$ cat src/rtl/metronome_pkg.sv
// Shared constants, types and helper functions for the metronome tempo datapath.
package metronome_pkg;

  localparam int STEPS      = 14;
  localparam int BEAT_STEPS = 7;
  localparam int BPM_W      = 8;
  localparam int PER_W      = 32;

  typedef enum logic {
    DIV_IDLE,
    DIV_RUN
  } div_state_e;

  function automatic logic [BPM_W-1:0] sw_to_bpm(input logic [4:0] idx);
    return BPM_W'(60) + BPM_W'(idx) * BPM_W'(10);
  endfunction

  // Ping-pong sweep: positions climb 0..7 then fall back 6..1.
  function automatic logic [7:0] step_to_led(input logic [3:0] step);
    logic [3:0] pos;
    pos = (step < 4'd8) ? step : 4'd14 - step;
    return 8'd1 << pos;
  endfunction

endpackage

$ cat src/rtl/period_divider.sv
// Iterative restoring divider, one quotient bit per clock; start while busy restarts it.
module period_divider
  import metronome_pkg::*;
#(
  parameter int W = PER_W
) (
  input  logic         clock,
  input  logic         reset,
  input  logic         start,
  input  logic [W-1:0] dividend,
  input  logic [W-1:0] divisor,
  output logic         busy,
  output logic         done,
  output logic [W-1:0] quotient
);

  // state    | meaning
  // DIV_IDLE | result held in quo_q, waiting for start
  // DIV_RUN  | shifting out one quotient bit per cycle

  localparam int CW = $clog2(W + 1);

  div_state_e    state_q, state_d;
  logic [CW-1:0] cnt_q, cnt_d;
  logic [W:0]    rem_q, rem_d;
  logic [W-1:0]  quo_q, quo_d;
  logic [W-1:0]  dvs_q, dvs_d;
  logic          done_q, done_d;
  logic [W:0]    trial;

  always_comb begin
    state_d = state_q;
    cnt_d   = cnt_q;
    rem_d   = rem_q;
    quo_d   = quo_q;
    dvs_d   = dvs_q;
    done_d  = 1'b0;
    trial   = {rem_q[W-1:0], quo_q[W-1]};
    if (start) begin
      state_d = DIV_RUN;
      cnt_d   = CW'(W);
      rem_d   = '0;
      quo_d   = dividend;
      dvs_d   = divisor;
    end else if (state_q == DIV_RUN) begin
      if (trial >= {1'b0, dvs_q}) begin
        rem_d = trial - {1'b0, dvs_q};
        quo_d = {quo_q[W-2:0], 1'b1};
      end else begin
        rem_d = trial;
        quo_d = {quo_q[W-2:0], 1'b0};
      end
      cnt_d = cnt_q - 1'b1;
      if (cnt_q == CW'(1)) begin
        state_d = DIV_IDLE;
        done_d  = 1'b1;
      end
    end
  end

  always_ff @(posedge clock) begin
    if (reset) begin
      state_q <= DIV_IDLE;
      cnt_q   <= '0;
      rem_q   <= '0;
      quo_q   <= '0;
      dvs_q   <= '0;
      done_q  <= 1'b0;
    end else begin
      state_q <= state_d;
      cnt_q   <= cnt_d;
      rem_q   <= rem_d;
      quo_q   <= quo_d;
      dvs_q   <= dvs_d;
      done_q  <= done_d;
    end
  end

  assign busy     = (state_q == DIV_RUN);
  assign done     = done_q;
  assign quotient = quo_q;

endmodule

$ cat src/rtl/tempo_sequencer.sv
// Metronome tempo control, step sequencer, click and BCD readout.
// Define ACCENT_EN to lengthen and flag the click on the first beat of each 4-beat bar.
module tempo_sequencer
  import metronome_pkg::*;
#(
  parameter int CLK_HZ       = 50000000,
  parameter int MIN_BPM      = 40,
  parameter int MAX_BPM      = 240,
  parameter int DEFAULT_BPM  = 120,
  parameter int CLICK_CYCLES = 2500000
) (
  input  logic              clock,
  input  logic              reset,
  input  logic [17:0]       tempo_sw,
  input  logic              tap_up_n,
  input  logic              tap_down_n,
  output logic [BPM_W-1:0]  bpm,
  output logic [7:0]        led,
  output logic              click,
  output logic              beat_tick,
  output logic [3:0]        bcd_hund,
  output logic [3:0]        bcd_tens,
  output logic [3:0]        bcd_ones,
  output logic              div_busy,
  output logic              accent
);

  localparam longint           DIVIDEND_L = longint'(CLK_HZ) * 60;
  localparam logic [PER_W-1:0] DIVIDEND   = PER_W'(DIVIDEND_L);
  localparam logic [PER_W-1:0] RESET_STEP = PER_W'(DIVIDEND_L / (longint'(DEFAULT_BPM) * 7));
  localparam logic [PER_W-1:0] CLICK_LEN  = PER_W'(CLICK_CYCLES);
  localparam logic [11:0]      RESET_BCD  = {4'(DEFAULT_BPM / 100), 4'((DEFAULT_BPM / 10) % 10),
                                             4'(DEFAULT_BPM % 10)};

  logic [2:0]       up_sync_q, up_sync_d, dn_sync_q, dn_sync_d;
  logic [5:0]       sw_sel_q, sw_sel_d;
  logic             sw_load_q, sw_load_d;
  logic [BPM_W-1:0] bpm_q, bpm_d;
  logic             div_start_q, div_start_d;
  logic [PER_W-1:0] pend_q, pend_d;
  logic             pend_vld_q, pend_vld_d;
  logic [PER_W-1:0] cnt_q, cnt_d;
  logic [3:0]       step_q, step_d;
  logic [PER_W-1:0] step_len_q, step_len_d;
  logic             beat_tick_q, beat_tick_d;
  logic [PER_W-1:0] click_left_q, click_left_d;
  logic [11:0]      bcd_q, bcd_d;

  logic             enc_valid, up_edge, dn_edge, tc;
  logic [4:0]       enc_idx;
  logic [3:0]       step_next;
  logic [PER_W-1:0] next_len, click_base;
  logic             div_done;
  logic [PER_W-1:0] div_quot;

`ifdef ACCENT_EN
  localparam logic [PER_W-1:0] ACCENT_LEN = PER_W'(2 * longint'(CLICK_CYCLES));
  logic [1:0] beat_cnt_q, beat_cnt_d;
  logic       accent_q, accent_d;
`endif

  period_divider #(.W(PER_W)) u_div (
    .clock    (clock),
    .reset    (reset),
    .start    (div_start_q),
    .dividend (DIVIDEND),
    .divisor  (PER_W'(bpm_q) * PER_W'(7)),
    .busy     (div_busy),
    .done     (div_done),
    .quotient (div_quot)
  );

  always_comb begin
    enc_valid = 1'b0;
    enc_idx   = '0;
    for (int i = 17; i >= 0; i--) begin
      if (tempo_sw[i]) begin
        enc_valid = 1'b1;
        enc_idx   = 5'(i);
      end
    end
  end

  assign up_edge   = up_sync_q[2] & ~up_sync_q[1];
  assign dn_edge   = dn_sync_q[2] & ~dn_sync_q[1];
  assign tc        = (cnt_q == step_len_q - PER_W'(1));
  assign step_next = (step_q == 4'(STEPS - 1)) ? 4'd0 : step_q + 4'd1;
  assign next_len  = pend_vld_q ? pend_q : step_len_q;

  always_comb begin
    up_sync_d   = {up_sync_q[1:0], tap_up_n};
    dn_sync_d   = {dn_sync_q[1:0], tap_down_n};
    sw_sel_d    = sw_sel_q;
    sw_load_d   = 1'b0;
    bpm_d       = bpm_q;
    pend_d      = pend_q;
    pend_vld_d  = pend_vld_q;
    cnt_d       = cnt_q + PER_W'(1);
    step_d      = step_q;
    step_len_d  = step_len_q;
    beat_tick_d = 1'b0;
    click_left_d = (click_left_q != '0) ? click_left_q - PER_W'(1) : '0;
`ifdef ACCENT_EN
    beat_cnt_d  = beat_cnt_q + 2'(beat_tick_q);
    accent_d    = accent_q;
    click_base  = (beat_cnt_q == 2'd0) ? ACCENT_LEN : CLICK_LEN;
`else
    click_base  = CLICK_LEN;
`endif

    if ({enc_valid, enc_idx} != sw_sel_q) begin
      sw_sel_d  = {enc_valid, enc_idx};
      sw_load_d = enc_valid;
    end

    // A pending switch load swallows any key edge arriving in the same cycle.
    if (sw_load_q)
      bpm_d = sw_to_bpm(sw_sel_q[4:0]);
    else if (up_edge && !dn_edge && bpm_q < BPM_W'(MAX_BPM))
      bpm_d = bpm_q + 1'b1;
    else if (dn_edge && !up_edge && bpm_q > BPM_W'(MIN_BPM))
      bpm_d = bpm_q - 1'b1;
    div_start_d = (bpm_d != bpm_q);

    if (tc) begin
      cnt_d      = '0;
      step_d     = step_next;
      step_len_d = next_len;
      pend_vld_d = 1'b0;
      click_left_d = '0;
      if (step_next == 4'd0 || step_next == 4'(BEAT_STEPS)) begin
        beat_tick_d  = 1'b1;
        click_left_d = (click_base < next_len) ? click_base : next_len;
`ifdef ACCENT_EN
        accent_d     = (beat_cnt_q == 2'd0);
`endif
      end
    end
    if (div_done) begin
      pend_d     = div_quot;
      pend_vld_d = 1'b1;
    end
    if (div_start_q)
      pend_vld_d = 1'b0;

    bcd_d = {4'(bpm_q / 8'd100), 4'((bpm_q / 8'd10) % 8'd10), 4'(bpm_q % 8'd10)};
  end

  always_ff @(posedge clock) begin
    if (reset) begin
      up_sync_q    <= 3'b111;
      dn_sync_q    <= 3'b111;
      sw_sel_q     <= '0;
      sw_load_q    <= 1'b0;
      bpm_q        <= BPM_W'(DEFAULT_BPM);
      div_start_q  <= 1'b0;
      pend_q       <= '0;
      pend_vld_q   <= 1'b0;
      cnt_q        <= '0;
      step_q       <= '0;
      step_len_q   <= RESET_STEP;
      beat_tick_q  <= 1'b0;
      click_left_q <= '0;
      bcd_q        <= RESET_BCD;
    end else begin
      up_sync_q    <= up_sync_d;
      dn_sync_q    <= dn_sync_d;
      sw_sel_q     <= sw_sel_d;
      sw_load_q    <= sw_load_d;
      bpm_q        <= bpm_d;
      div_start_q  <= div_start_d;
      pend_q       <= pend_d;
      pend_vld_q   <= pend_vld_d;
      cnt_q        <= cnt_d;
      step_q       <= step_d;
      step_len_q   <= step_len_d;
      beat_tick_q  <= beat_tick_d;
      click_left_q <= click_left_d;
      bcd_q        <= bcd_d;
    end
  end

`ifdef ACCENT_EN
  always_ff @(posedge clock) begin
    if (reset) begin
      beat_cnt_q <= '0;
      accent_q   <= 1'b0;
    end else begin
      beat_cnt_q <= beat_cnt_d;
      accent_q   <= accent_d;
    end
  end
  assign accent = accent_q & click;
`else
  assign accent = 1'b0;
`endif

  assign bpm       = bpm_q;
  assign led       = step_to_led(step_q);
  assign click     = (click_left_q != '0);
  assign beat_tick = beat_tick_q;
  assign bcd_hund  = bcd_q[11:8];
  assign bcd_tens  = bcd_q[7:4];
  assign bcd_ones  = bcd_q[3:0];

endmodule

$ cat config.mk
export PLATFORM = sky130hd
export DESIGN_NAME = tempo_sequencer
export DESIGN_NICKNAME = d
export VERILOG_FILES = /design/src/rtl/metronome_pkg.sv /design/src/rtl/period_divider.sv /design/src/rtl/tempo_sequencer.sv
export SDC_FILE = /design/constraint.sdc
export NUM_CORES = 1
export LEC_CHECK = 0
export ABC_CLOCK_PERIOD_IN_PS = 12500
export CAP_MARGIN = 0
export CORE_ASPECT_RATIO = 0.9
export CORE_MARGIN = 5
export CORE_UTILIZATION = 31
export DETAILED_ROUTE_END_ITERATION = 16
export GPL_ROUTABILITY_DRIVEN = 0
export GPL_TIMING_DRIVEN = 0
export PLACE_DENSITY = 0.52
export SYNTH_ARGS = -nofsm -noshare
export SYNTH_HDL_FRONTEND = slang
export SYNTH_HIERARCHICAL = 1
export SYNTH_SLANG_ARGS = --single-unit
export TNS_END_PERCENT = 5
$ cat constraint.sdc
create_clock -name clock -period 12.5 [get_ports clock]
set_clock_uncertainty 0.15 [all_clocks]
set_input_delay 1.25 -clock clock [delete_from_list [all_inputs] [get_ports clock]]
set_output_delay 1.25 -clock clock [all_outputs]
set_load 0.05 [all_outputs]
## Yosys cells after proc, flatten, opt, wreduce, memory -nomap -nowiden

Index checks and enable logic that the tools add are counted.

| word-level totals | value |
|---|---|
| latch bits | 0 |
| register bits after elaboration | 251 |
| memory bits (writable) | 0 |
| ROM bits | 0 |
| memories | 0 |
| logic and storage cells | 132 |
| output and inout port bits | 32 |

| cells by class | value |
|---|---|
| bitwise logic cells | 7 |
| div/mod/pow operators | 4 |
| mux-type cells | 59 |
| $mul | 2 |
| equal/unequal tests | 6 |
| add/subtract/negate cells | 10 |
| shift-type cells | 1 |
| magnitude comparators | 5 |
| reduce and logical (&&, ||, !) cells | 16 |

Operator list:

| operator | number |
|---|---|
| 2-to-1 mux 32 bit | 8 |
| 2-to-1 mux 5 bit | 18 |
| subtractor 32 x 1 -> 32 bit, second input constant | 2 |
| >= comparator 33 x 11 -> 1 bit | 1 |
| adder 32 x 1 -> 32 bit, second input constant | 1 |
| equality test 32 bit | 1 |
| less-than comparator 22 x 32 -> 1 bit, first input constant | 1 |
| nonzero test 32 bit | 1 |
| subtractor 32 x 11 -> 32 bit | 1 |
| 2-to-1 mux 1 bit | 26 |
| 2-to-1 mux 8 bit | 3 |
| remainder unit 8 x 4 -> 8 bit, second input constant | 2 |
| 2-to-1 mux 6 bit | 2 |
| multiplier 8 x 3 -> 11 bit, second input constant | 1 |
| adder 6 x 8 -> 8 bit, first input constant | 1 |
| adder 8 x 1 -> 8 bit, second input constant | 1 |
| divider 8 x 4 -> 8 bit, second input constant | 1 |
| divider 8 x 7 -> 8 bit, second input constant | 1 |
| > comparator 8 x 6 -> 1 bit, second input constant | 1 |
| less-than comparator 8 bit, second input constant | 1 |
| 2-to-1 mux 4 bit | 2 |
| inequality test 8 bit | 1 |
| OR reduction 2 bit | 4 |
| << shifter 1 x 4 -> 8 bit, first input constant | 1 |
| other kinds (18) | 28 |

## Depth between registers and ports, before layout

Gate-level depths: netlist of the first run.

| depth | value |
|---|---|
| depth after elaboration | 21 |
| mapped depth | 21 |

## Hierarchy

Netlist of the first run, hierarchy kept.

By module, submodules not included:

| module | times used | seq. area each (µm²) | cells an instance | area each (µm²) |
|---|---|---|---|---|
| tempo_sequencer | 1 | 3323.2 | 1294 | 10943.0 |
| period_divider | 1 | 2082.0 | 805 | 6442.4 |

## Least setup slack after synthesis of the first run

OpenSTA, ideal clock, no wires.

| timing | value |
|---|---|
| path type | register to register |
| start point | register bpm_q[4], in the netlist bpm[4] |
| end point | register bcd_q[7] |
| data arrival time | 5.222 ns |
| clock period less this slack | 5.503 ns |
| cell stages (with the launch flop) | 20 |
| setup slack | 6.997 ns |
| path through | dfxtp_1 clkinv_1 ha_1 buf_6 nor2b_4 a211o_1 o2111a_2 a211o_4 a31oi_2 o22ai_2 o22a_4 a211o_2 a21o_1 a32oi_4 a21oi_1 nor3_1 a21oi_1 ha_1 a2111oi_0 nor3_1 |

| on the way | value |
|---|---|
| longest elaborated chain between the ends | 2 |

RTL lines:

| element | RTL line | source |
|---|---|---|
| from (decl) | tempo_sequencer.sv:38 | `logic [BPM_W-1:0] bpm_q, bpm_d;` |
| from (signal assigned) | tempo_sequencer.sv:155 | `bpm_q <= BPM_W'(DEFAULT_BPM);` |
| from (signal assigned) | tempo_sequencer.sv:170 | `bpm_q <= bpm_d;` |
| divider 8 x 4 -> 8 bit | tempo_sequencer.sv:146 | `bcd_d = {4'(bpm_q / 8'd100), 4'((bpm_q / 8'd10) % 8'd10), 4'(bpm_q % 8'd10)};` |
| remainder unit 8 x 4 -> 8 bit | tempo_sequencer.sv:146 |  |
| to (signal assigned) | tempo_sequencer.sv:164 | `bcd_q <= RESET_BCD;` |
| to (signal assigned) | tempo_sequencer.sv:179 | `bcd_q <= bcd_d;` |
| to (decl) | tempo_sequencer.sv:47 | `logic [11:0] bcd_q, bcd_d;` |

Every way passes these cells.
A chain may end at the register's enable or synchronous reset.

## Worst setup path in the final report of the first run

Ends and elaborated chain as after synthesis.

==> metrics.md, run 1 <==
| Metric | Value |
|---|---|
| Vias/cell | `5.06` |
| Finished Core Util | `0.360` |
| Critical path data arrival time | `6430 ps` |
| Final hold vios | `0` |
| Synthesized cell area | `17,400 um^2` |
| Commonest non-fill, non-tap cells in the layout | `nor2_1 (309), dfxtp_1 (270), mux2i_1 (144), nand2_1 (115), a21oi_1 (111)` |
| Area Growth Syn to Fin | `15.3%` |
| Mapped Avg Cell Area | `8.28 um^2` |
| Top_reg_cell synth | `dfxtp_1` |
| Ys Warns | `6` |
| Crit end category | `flop` |
| Final Routed Wirelength | `47,800 um` |
| Register area share after synthesis | `0.311` |
| CTS tree | `done` |
| Vias in the first global route | `14,600` |
| Pleak | `7.64 nW` |
| Ports | `54` |
| Xor/xnor cell area share of the yosys netlist | `0.0806` |
| GRT Total Usage | `0.151` |
| #FFs+latches synth | `270` |
| Pre-CTS WS | `6500 ps` |
| Post-cts gate resize count | `0` |
| GRT overflow | `0` |
| # rows | `82` |
| Clock-pin slew on the worst setup and hold paths | `60 ps` |
| CTS Sinks | `270` |
| Post-Synth Adder-Cell Area | `0.0748` |
| Post-DRT Antenna Nets | `0` |
| Max Fclk | `163 MHz` |
| Final Cycle Share | `0.492` |
| Largest fanout on the critical path | `13` |
| Final std cell area, no fill | `20,000 um^2` |
| Global-route wire length before repair | `77,900 um` |
| Max VDD drop | `110 uV` |
| Clock latency on the worst-skew pair | `580 ps` |
| Vias | `15,200` |
| Req. time, crit path | `12,790 ps` |
| Fraction of registers with async set/reset | `0` |
| Cells after synthesis | `2,099` |
| Most common cell after layout, fill and taps aside | `nor2_1` |
| Root Buffer | `clkbuf_16` |
| Final setup fails | `0` |
| RSZ-0062 raised after global routing | `false` |
| Htree depth | `1` |
| Fraction of layout instances using a drive strength above 1 | `0.0749` |
| NumNets Final | `2,354` |
| HP Class | `reg -> reg` |
| Post-synthesis cell type count | `109` |
| Chip Height | `235 um` |
| Synth Area in Compound Gates | `0.193` |
| Fin. max-slew vios | `0` |
| Clock Path Buffers | `3` |
| Worst Setup Path Type | `reg -> reg` |
| Total negative slack | `0 ps` |
| Maximum number of pins on one net before global-route repair | `16` |
| DRC viols | `0` |
| Status | `finished, final reports clean` |
| Slew @ Worst Pin | `792 ps` |
| Drt pass-1 iters | `5` |
| Post-synth EDFFs | `0` |
| Core footprint | `55,600 um^2` |
| Multiplexer share of the synthesized area | `0.0887` |
| Placed Area | `19,000 um^2` |
| Die width | `260 um` |
| Total of max-cap violations | `0` |
| Port Buffer Count | `50` |
| Initial Util | `0.313` |
| Initial antenna violation count | `0` |
| Simple-gate portion of the synthesized area | `0.199` |
| Inserted Clock Buffers | `29` |
| Hold buffers post-CTS | `0` |
| ANT cells | `0` |
| Number of DRC markers in iteration 0 | `1,043` |
| Hold slack | `247 ps` |
| Reg2Reg Setup Slack | `6350 ps` |
| Critical Path Start Type | `flop` |
| Largest family of logic cells by synthesized area | `simple AND/OR/NAND/NOR gates` |
| Final worst slack | `6350 ps` |
| Worst slew margin relative to its limit | `0.471` |
| DP Wirelength | `36,200 um` |
| WL/cell | `15.9 um` |
| Tmin final | `6150 ps` |
| Pwr/cell area | `150 nW/um^2` |
| Die area | `60,900 um^2` |
| Post-CTS Setup Bufs | `0` |
==> through the flow <==
step | cells | total power (W)
2_1_floorplan | 2153 | 0.00185
3_3_place_gp | 2959 | 0.00208
3_5_place_dp | 2959 | 0.00210
4_1_cts | 3012 | 0.00303
5_1_grt | 3012 | 0.00320
6_report | 3012 | 0.00301
==> critical path, stage by stage (launching register included) <==
cell and delay, ps:
dfxtp_1 830, clkinv_1 660, ha_1 400, buf_6 140, nor2b_4 120, a211o_1 320, o2111a_2 300, a211o_4 370
a31oi_2 310, a311oi_1 150, o22a_1 270, a211o_2 340, a21o_1 230, a32oi_4 360, a21oi_1 120, nor3_1 150
a21oi_1 80, ha_1 220, a2111oi_0 360, nor3_1 90
==> worst paths after layout <==
check / start / endpoint / cells after the start
max reg2reg: bpm[4]$_SDFF_PP1_ / bcd_q[7]$_SDFF_PP0_ / 19
min reg2reg: up_sync_q[0]$_SDFF_PP1_ / up_sync_q[1]$_SDFF_PP1_ / 1
min: up_sync_q[0]$_SDFF_PP1_ / up_sync_q[1]$_SDFF_PP1_ / 1
max: bpm[4]$_SDFF_PP1_ / bcd_q[7]$_SDFF_PP0_ / 19
==> flip-flops by register name, indices dropped and copies added (netlist names), 8 cells and up <==
name / count
pend_q: 32
step_len_q: 32
cnt_q: 32
bcd_q: 10
click_left_q: 32
bpm: 8
u_div/dvs_q: 32
u_div/rem_q: 32
u_div/quotient: 32
==> area by class of cell <==
| class | count | area, um^2 |
|---|---|---|
| multi-input cells | 1677 | 11300 |
| inverters | 82 | 308 |
| flip-flops and latches | 270 | 5410 |
| clock inverters | 9 | 144 |
| plain buffers | 124 | 609 |
| well taps | 756 | 946 |
| clock buffers | 44 | 862 |
| fillers | 5858 | 35600 |
| repair buffers | 50 | 500 |
==> synthesized netlist by cell type, drive strengths merged (25+ instances only) <==
cell type | number | share of area
nor2 | 311 | 0.067
dfxtp | 270 | 0.31
mux2i | 144 | 0.083
o21ai | 117 | 0.035
a21oi | 116 | 0.034
nand2 | 115 | 0.025
xnor2 | 98 | 0.049
ha | 88 | 0.063
inv | 80 | 0.017
clkbuf | 78 | 0.019
nand3 | 77 | 0.022
xor2 | 62 | 0.031
buf | 46 | 0.016
nor3 | 46 | 0.014
a31oi | 43 | 0.016
a21o | 32 | 0.014
and3 | 25 | 0.0090
o22ai | 25 | 0.010
==> cell families after synthesis <==
logic type / Yosys count
simple gates: 727
other cells: 2
xor+xnor: 160
compound gates: 483
fa+ha+maj: 98
buf+inv: 206
flops: 270
mux: 153
==> layer usage <==
layer  wire, um  vias up  part of all wire  GRT usage
li1           -     7644                 -          -
met1      24000     7267              0.50      0.221
met2      21200      264              0.44      0.241
met3       1770       55             0.037     0.0189
met4        796        0             0.017     0.0259
met5          0        -                 0          0
==> power by group <==
part           total (W)  internal (W)  switching, W
combinational    0.00106      0.000425      0.000637
clock           0.000914      0.000538      0.000376
sequential       0.00103      0.000954     0.0000787
total            0.00301       0.00192       0.00109
Note: power is estimated with default switching activity, not from simulation.
==> run 2: changes to the inputs <==
--- a/config.mk
+++ b/config.mk
@@ -5,7 +5,7 @@
 export SDC_FILE = /design/constraint.sdc
 export NUM_CORES = 1
 export LEC_CHECK = 0
-export ABC_CLOCK_PERIOD_IN_PS = 12500
+export ABC_CLOCK_PERIOD_IN_PS = 6100
 export CAP_MARGIN = 0
 export CORE_ASPECT_RATIO = 0.9
 export CORE_MARGIN = 5
==> constraint.sdc (replaced) <==
create_clock -name clock -period 6.1 [get_ports clock]
set_clock_uncertainty 0.15 [all_clocks]
set_input_delay 0.61 -clock clock [delete_from_list [all_inputs] [get_ports clock]]
set_output_delay 0.61 -clock clock [all_outputs]
set_load 0.05 [all_outputs]
==> metrics.md, run 2 (synthesized netlist as in run 1, its figures left out) <==
| Metric | Value |
|---|---|
| Die area | `60,900 um^2 (unchanged)` |
| Core footprint | `55,600 um^2 (unchanged)` |
| Final hold vios | `0 (unchanged)` |
| Final std cell area, no fill | `20,000 um^2 (about the same)` |
| Worst path bufs/invs | `2 (unchanged)` |
| GRT Total Usage | `0.151 (unchanged)` |
| Clock Path Buffers | `3 (unchanged)` |
| Tmin final | `5620 ps (-527 ps)` |
| DP Wirelength | `36,200 um (unchanged)` |
| Final Routed Wirelength | `47,700 um (-0.24%)` |
| Largest fanout on the critical path | `10 (-3)` |
| Post-CTS Setup Bufs | `0 (unchanged)` |
| Die width | `260 um (unchanged)` |
| Vias | `15,200 (-0.24%)` |
| Root Buffer | `clkbuf_16` |
| Hold buffers post-CTS | `0 (unchanged)` |
| CTS Sinks | `270 (unchanged)` |
| HP Class | `reg -> reg` |
| Finished Core Util | `0.360 (about the same)` |
| Seq pwr share | `0.343 (about the same)` |
| Clock-pin slew on the worst setup and hold paths | `60 ps (about the same)` |
| Placed Area | `19,000 um^2 (unchanged)` |
| Crit end category | `flop` |
| Inserted Clock Buffers | `29 (unchanged)` |
| Commonest non-fill, non-tap cells in the layout | `nor2_1 (309), dfxtp_1 (269), mux2i_1 (144), nand2_1 (115), a21oi_1 (111)` |
| CTS tree | `done` |
| Top delay family on crit path | `compound AO/OA/AOI/OAI gates` |
| Chip Height | `235 um (unchanged)` |
| NumNets Final | `2,354 (unchanged)` |
| Maximum number of pins on one net before global-route repair | `16 (unchanged)` |
| RSZ-0062 raised after global routing | `false` |
| Vias/cell | `5.04 (-0.24%)` |
| Worst slew margin relative to its limit | `0.479 (+0.00770)` |
| Total of max-cap violations | `0 (unchanged)` |
| ANT cells | `0 (unchanged)` |
| Fin. max-slew vios | `0 (unchanged)` |
| Req. time, crit path | `6390 ps (-6400 ps)` |
| Max VDD drop | `225 uV (+100%)` |
| Psw | `0.00224 W (+100%)` |
| Post-cts gate resize count | `0 (unchanged)` |
| DRC viols | `0 (unchanged)` |
| Final Cycle Share | `0.921 (+0.430)` |
| Critical Path Start Type | `flop` |
| CP Cell Sequence | `buf_6 > inv_1 > ha_1 > nand2b_4 > a311oi_4 > nor3_2 > a211oi_1 > a2bb2oi_2 > o22ai_2 > o22a_4 > a211o_2 > a21o_1 > a32oi_4 > a21oi_1 > nor3_1 > a21oi_1 > ha_1 > a2111oi_0 > nor3_1` |
| Number of DRC markers in iteration 0 | `1,095 (+5.0%)` |
| Clk pwr share | `0.304 (about the same)` |
| WL/cell | `15.8 um (-0.24%)` |
| Max stage delay on crit path | `680 ps (-150 ps)` |
| # rows | `82 (unchanged)` |
| Clock latency on the worst-skew pair | `580 ps (about the same)` |
| Max Fclk | `178 MHz (+9.4%)` |
| Initial antenna violation count | `0 (unchanged)` |
| Ports | `54 (unchanged)` |
| Area Growth Syn to Fin | `15.3% (about the same)` |
| Worst Setup Path Type | `reg -> reg` |
| Net Sw Frac | `0.363 (about the same)` |
| Final setup fails | `0 (unchanged)` |
| Vias in the first global route | `14,600 (unchanged)` |
| Most common cell after layout, fill and taps aside | `nor2_1` |
| Status | `finished, final reports clean` |
| Slew @ Worst Pin | `778 ps (-14.1 ps)` |
| Global-route wire length before repair | `77,900 um (unchanged)` |
| Fraction of layout instances using a drive strength above 1 | `0.0758 (+0.000887)` |
| Drt pass-1 iters | `5 (unchanged)` |
| Crit-path slowest cell | `dfxtp_1` |
| Post-DRT Antenna Nets | `0 (unchanged)` |
| Logic pwr share | `0.353 (about the same)` |
| Final worst slack | `480 ps (-5870 ps)` |
| GRT overflow | `0 (unchanged)` |
| Port Buffer Count | `50 (unchanged)` |
| Total negative slack | `0 ps (unchanged)` |
| Pwr/cell area | `308 nW/um^2 (+100%)` |
| Pre-CTS WS | `101 ps (-6400 ps)` |
| Critical path data arrival time | `5910 ps (-520 ps)` |
| Htree depth | `1 (unchanged)` |
| Pleak | `7.64 nW (about the same)` |
| P_int | `0.00393 W (+100%)` |
| Initial Util | `0.313 (unchanged)` |
run 2: cell count changes in the layout (fill, tap and decap cells not counted), sizes merged:
cell and delta:
clkinv -1, clkinvlp +1
run 2: final timing paths:
path,start,end,slack [ps],cells after the start
max,bpm[2]$_SDFF_PP0_,bcd_q[7]$_SDFF_PP0_,480,19
min,up_sync_q[0]$_SDFF_PP1_,up_sync_q[1]$_SDFF_PP1_,250,1
min reg2reg,up_sync_q[0]$_SDFF_PP1_,up_sync_q[1]$_SDFF_PP1_,250,1
max reg2reg,bpm[2]$_SDFF_PP0_,bcd_q[7]$_SDFF_PP0_,480,19
run 2: final cells by class:
class | instances | area (um^2)
Buffer | 124 | 609
Tap cell | 756 | 946
Clock inverter | 9 | 144
Fill cell | 5860 | 35600
Sequential cell | 270 | 5410
Clock buffer | 44 | 862
Multi-Input combinational cell | 1677 | 11300
Timing Repair Buffer | 50 | 500
Inverter | 82 | 312
run 2: metal layers:
| layer | wire length [um] | part of all wire | GRT usage | vias to the layer above |
|---|---|---|---|---|
| met5 | 0 | 0 | 0 | - |
| met4 | 750 | 0.016 | 0.0259 | 0 |
| met1 | 24100 | 0.51 | 0.221 | 7256 |
| met2 | 21200 | 0.44 | 0.241 | 248 |
| li1 | - | - | - | 7639 |
| met3 | 1640 | 0.034 | 0.0189 | 51 |
run 2: worst reg2reg max path, delay by kind of cell (launching register included):
family          cells  cell delay (ps)
compound gates     11             3110
fa+ha+maj           2              530
simple gates        4              620
buf+inv             2              400
flops               1              680
run 2: power groups by stage:
stage	logic (W)	registers, W	clock network [W]
floorplan	0.00158	0.00220	0
global placement	0.00212	0.00214	0
detailed placement	0.00215	0.00215	0
CTS	0.00217	0.00211	0.00193
global route	0.00241	0.00214	0.00201
finish	0.00217	0.00212	0.00187
run 2: stage by stage:
step                      std cells  total power [W]  hold slack (ps)
after floorplan                2153          0.00379              239
after global placement         2959          0.00427              264
after detailed placement       2959          0.00430              244
after CTS                      3012          0.00621              260
after global routing           3012          0.00656              267
final                          3012          0.00616              247
